`src/rtl/store_buffer.sv`:
```
// Word store buffer between the MEM stage and data memory: queues stores, drains one per idle cycle,
// forwards loads from the youngest matching entry. Define STORE_BUF_COALESCE_EN to merge same-word stores.
module store_buffer #(
  parameter int DEPTH  = 4,
  parameter int ADDR_W = 32,
  parameter int DATA_W = 32
) (
  input  logic                       clk_i,
  input  logic                       rst_i,
  input  logic                       st_valid_i,
  input  logic [ADDR_W-1:0]          st_addr_i,
  input  logic [DATA_W-1:0]          st_data_i,
  output logic                       st_ready_o,
  input  logic                       ld_valid_i,
  input  logic [ADDR_W-1:0]          ld_addr_i,
  output logic [DATA_W-1:0]          ld_data_o,
  output logic                       ld_hit_o,
  output logic [ADDR_W-1:0]          mem_addr_o,
  output logic [DATA_W-1:0]          mem_data_o,
  output logic                       mem_write_o,
  output logic                       mem_read_o,
  input  logic [DATA_W-1:0]          mem_rdata_i,
  output logic                       empty_o,
  output logic [$clog2(DEPTH):0]     count_o
);

  localparam int PTR_W = $clog2(DEPTH);
  localparam int CNT_W = PTR_W + 1;
  localparam int WA_W  = ADDR_W - 2;

  typedef logic [PTR_W-1:0] ptr_t;

  logic [WA_W-1:0]   r_addr [DEPTH];
  logic [DATA_W-1:0] r_data [DEPTH];
  logic [DEPTH-1:0]  r_valid;
  ptr_t              r_head;
  ptr_t              r_tail;
  logic [CNT_W-1:0]  r_count;

  logic [WA_W-1:0]   w_st_wa;
  logic [WA_W-1:0]   w_ld_wa;
  ptr_t              w_young;
  ptr_t              w_scan;
  logic              w_hit;
  logic [DATA_W-1:0] w_fwd_data;
  logic              w_drain;
  logic              w_st_ready;
  logic              w_coal_match;
  logic              w_coal_wr;
  logic              w_alloc;
  logic              w_unused;

  assign w_st_wa  = st_addr_i[ADDR_W-1:2];
  assign w_ld_wa  = ld_addr_i[ADDR_W-1:2];
  assign w_young  = r_tail - ptr_t'(1);
  assign w_unused = ^{st_addr_i[1:0], ld_addr_i[1:0]};

  // Scan oldest to youngest so the last match is the youngest store.
  always_comb begin
    // NOTE: every always_comb output gets a default first so no path infers a latch.
    w_hit      = 1'b0;
    w_fwd_data = '0;
    w_scan     = r_head;
    for (int i = 0; i < DEPTH; i++) begin
      w_scan = r_head + ptr_t'(i);
      if (r_valid[w_scan] && (r_addr[w_scan] == w_ld_wa)) begin
        w_hit      = 1'b1;
        w_fwd_data = r_data[w_scan];
      end
    end
    if (rst_i || !ld_valid_i) w_hit = 1'b0;
  end

  always_comb begin
    w_drain      = !rst_i && (r_count != '0) && !ld_valid_i;
    w_st_ready   = (r_count < CNT_W'(DEPTH));
    w_coal_match = 1'b0;
`ifdef STORE_BUF_COALESCE_EN
    // A head that is leaving this cycle cannot absorb the store.
    w_coal_match = (r_count != '0) && r_valid[w_young] && (r_addr[w_young] == w_st_wa) &&
                   !(w_drain && (r_count == CNT_W'(1)));
    if (w_coal_match) w_st_ready = 1'b1;
`endif
    if (rst_i) w_st_ready = 1'b1;
    w_coal_wr = !rst_i && st_valid_i && w_coal_match;
    w_alloc   = !rst_i && st_valid_i && w_st_ready && !w_coal_match;
  end

  // NOTE: sequential state uses non-blocking assignments so every register samples pre-edge values.
  always_ff @(posedge clk_i) begin
    if (rst_i) begin
      r_head  <= '0;
      r_tail  <= '0;
      r_count <= '0;
      r_valid <= '0;
    end else begin
      if (w_drain) begin
        r_valid[r_head] <= 1'b0;
        r_head          <= r_head + ptr_t'(1);
      end
      if (w_alloc) begin
        r_valid[r_tail] <= 1'b1;
        r_tail          <= r_tail + ptr_t'(1);
      end
      r_count <= r_count + CNT_W'(w_alloc) - CNT_W'(w_drain);
    end
  end

  // NOTE: entry payload is not reset; the valid bits alone decide whether an entry is live.
  always_ff @(posedge clk_i) begin
    if (w_alloc) begin
      r_addr[r_tail] <= w_st_wa;
      r_data[r_tail] <= st_data_i;
    end else if (w_coal_wr) begin
      r_data[w_young] <= st_data_i;
    end
  end

  assign st_ready_o  = w_st_ready;
  assign ld_hit_o    = w_hit;
  assign ld_data_o   = w_hit ? w_fwd_data : mem_rdata_i;
  assign mem_read_o  = ld_valid_i;
  assign mem_write_o = w_drain;
  assign mem_addr_o  = ld_valid_i ? {w_ld_wa, 2'b00} :
                       w_drain    ? {r_addr[r_head], 2'b00} : '0;
  assign mem_data_o  = w_drain ? r_data[r_head] : '0;
  assign empty_o     = rst_i || (r_count == '0);
  assign count_o     = rst_i ? '0 : r_count;

endmodule

```
`config.mk`:
```
export PLATFORM = sky130hd
export DESIGN_NAME = store_buffer
export DESIGN_NICKNAME = d
export VERILOG_FILES = /design/src/rtl/store_buffer.sv
export SDC_FILE = /design/constraint.sdc
export NUM_CORES = 1
export LEC_CHECK = 0
export CAP_MARGIN = 20
export CORE_MARGIN = 3
export CORE_UTILIZATION = 52
export CTS_CLUSTER_DIAMETER = 50
export DETAILED_ROUTE_END_ITERATION = 10
export PLACE_DENSITY_LB_ADDON = 0.12
export SETUP_SLACK_MARGIN = 0.15
export SLEW_MARGIN = 10
export SYNTH_ARGS = -nofsm -noshare
export SYNTH_HDL_FRONTEND = slang
export SYNTH_SLANG_ARGS = --single-unit
export TNS_END_PERCENT = 5
```
`constraint.sdc`:
```
create_clock -name clk_i -period 4.5 [get_ports clk_i]
set_input_delay 0.45 -clock clk_i [delete_from_list [all_inputs] [get_ports clk_i]]
set_output_delay 0.45 -clock clk_i [all_outputs]
set_load 0.005 [all_outputs]
```
==> results.toml <==
[power]
power_frac_seq = 0.328
swShare = 0.309
combPwrFrac = 0.381
ir_drop_uv = 390
p_leak_nw = 7.93
p_int_w = 0.00610
clock_power_share = 0.290
power.switching_w = 0.00273
pwr_density_cell_nw_per_um2 = 362
p_total_w = 0.00883

[min_path]
worstHoldStart = "r_valid[2]"
holdCritPathClass = "flop to flop"
min_to = "r_valid[2]"
min_path_cells = 2

[setup_path]
reg2reg_to = "r_count[2]"
path_class = "flop to primary output"
r2r_cells = 10
r2r-start = "r_count[2]"
ff2ff_setup_slack_ns = 1.76
worstPathArrival_ns = 4.37
crit_path_max_fanout = 4
start_kind = "flop"
crit_path_end_kind = "primary output"
required_ns = 4.05

[route]
vias_per_cell = 6.86
via_count = 14600
firstDrtPassIters = 6
drc = 0
wirelength_um = 60400
avgRoutedWirePerCell_um = 28.3
initialDrtViolationCount = 1734
postRouteAntennaNets = 0

[logic_synthesis]
yosys.area.top_type = "edfxtp_1"
synth_top_area_share = 0.402
synth_area_leaders = "edfxtp_1 (40%), mux4_2 (24%), mux2i_1 (4.8%)"
syn_inst = 1328
async_reset_ff_frac = 0
ys_types = 63
ys_warn_count = 0
synth_edf_count = 248
netlist_area_um2 = 18500
yosysMostFrequentCell = "edfxtp_1"
synthFlopType = "edfxtp_1"
ys_seq_area_frac = 0.416
yosys-top-cells-count = "edfxtp_1 (248), mux4_2 (197), mux2i_1 (89)"
ys_seq_elements = 261
syn_avg_cell_area_um2 = 13.9

[die]
io_pins = 236
dieArea_um2 = 37900
die-height_um = 195
initial_core_util = 0.532
die_x_um = 195
core_area_um2 = 34800
num_rows = 68

[cells_and_area]
drive_gt1_frac = 0.350
multi_input_area_um2 = 10300
area_delta_synth_final_pct = 31.8
fillers = 2424
regArea_um2 = 7720
fin_nets = 1796

[timing]
fin_setup_tns_ns = -7.40
slew_headroom = 0.413
rsz0062_at_grt = "true"
min_period_ns = 4.82
fmax_mhz = 208
worstMarginPinSlew_ns = 0.878
maxSlewViolCount = 0
clock_skew_ns = 0.0128
min_period_over_period = 1.07
hold_viol = 0
hold_ws_ns = 0.519
setup_viol = 32
setup_ws_ns = -0.316

[cts]
root_buffer = "clkbuf_16"
clock_path_buffers = 3
cts_tree = "built"
clkTransAtPathRegs_ns = 0.06
cts_buffers = 34
htree_levels = 2
clkLatencyLatePin_ns = 0.51
ctsHoldBuffers = 0
cts_sinks = 261

[job]
drv_cap = 0

[global_routing]
antenna_found_initial = 4
track_usage = 0.314
grt_remaining_overflow = 0
grt_pass1_wl_um = 91500
grt_pass1_vias = 14700
grt_max_degree = 44

[run_status]
outcome = "finished with violations"
violations = "setup timing"

[placed_design]
place.gp.congestion = 0.969
detailed_place_hpwl_um = 40900
dp_slack_ns = -0.197
portBuffers = 229
power groups by stage:
| stage | clock (W) | combinational [W] | sequential [W] |
|---|---|---|---|
| after floorplan | 0 | 0.00209 | 0.00290 |
| after global placement | 0 | 0.00310 | 0.00293 |
| after detailed placement | 0 | 0.00313 | 0.00294 |
| after CTS | 0.00260 | 0.00332 | 0.00289 |
| after global routing | 0.00270 | 0.00356 | 0.00291 |
| final | 0.00256 | 0.00337 | 0.00290 |
cells in the final DEF (no fill, tap or decap), drive strengths merged, types with 41 or more instances in the layout:
cell type	instances
nand3	41
buf	209
xnor2	76
clkdlybuf4s50	196
nor4	53
mux2	48
edfxtp	248
mux4	197
clkbuf	51
mux2i	89
sequential cells by signal, summed over array words and instances (netlist names), named ones only:
name,flops
r_addr,120
r_count,3
r_data,128
r_head,2
r_tail,2
r_valid,4
worst max-delay path, cell delays in order, from the launching register on:
cell	delay [ns]
dfxtp_4	0.38
inv_4	0.04
ha_4	0.29
buf_6	0.12
buf_12	0.11
mux4_2	0.52
xor2_2	0.19
nor4_2	0.31
nand3_1	0.18
or4_4	0.58
buf_16	0.19
buf_4	0.12
o211ai_1	0.17
a311oi_2	0.14
mux2_4	0.28
clkdlybuf4s15_1	0.21
routing by layer:
metal	up-vias	share of wire	GRT usage
met5	-	0.00078	0
met1	7436	0.41	0.460
met4	6	0.031	0.102
li1	6137	-	-
met3	151	0.096	0.0593
met2	911	0.46	0.480
what timing repair did:
item | in CTS | in global routing
gates cloned | 10 | 1
endpoints found under the setup margin | 33 | 33
pin swaps | 67 | 12
setup buffers | 34 | 1
endpoints found under the hold margin | 0 | 0
gates resized for setup | 174 | 52
how the worst max path moves through the flow:
stage / startpoint / end / slack, ns / cells past startpoint
2_1_floorplan: r_head[0] / ld_data_o[11] / 0.15 / 18
3_3_place_gp: r_head[1] / ld_data_o[23] / -0.15 / 14
3_5_place_dp: r_head[1] / ld_data_o[10] / -0.20 / 15
4_1_cts: r_head[0] / ld_data_o[20] / -0.34 / 16
5_1_grt: r_head[1] / ld_data_o[18] / -0.43 / 15
6_report: r_head[0] / ld_data_o[22] / -0.32 / 15
kinds of logic (layout without fill, tap and decap cells):
kind of cell | count (synthesis) | count (layout) | share of synthesized area
fa+ha+maj | 11 | 11 | 0.00784
flops | 261 | 261 | 0.416
simple gates | 264 | 264 | 0.0794
mux | 334 | 334 | 0.323
buf+inv | 165 | 514 | 0.0429
xor+xnor | 106 | 106 | 0.0502
other cells | 1 | 4 | 0.000203
compound gates | 186 | 186 | 0.0800
through the flow:
step	cell area [um^2]	utilization	std cells
floorplan	18500	-	1329
global placement	22200	0.639	2026
detailed placement	22200	0.639	2026
CTS	24300	0.697	2131
global route	24400	0.701	2134
finish	24400	0.701	2135
final cells by class:
cell class                      instances  share of cell area
Multi-Input combinational cell        903               0.424
Sequential cell                       261               0.316
Timing Repair Buffer                  429               0.188
Clock buffer                           40              0.0367
Tap cell                              455              0.0233
Clock inverter                         21             0.00698
Inverter                               24             0.00405
Antenna cell                            2            0.000205
Note: power is estimated with default switching activity, not from simulation.
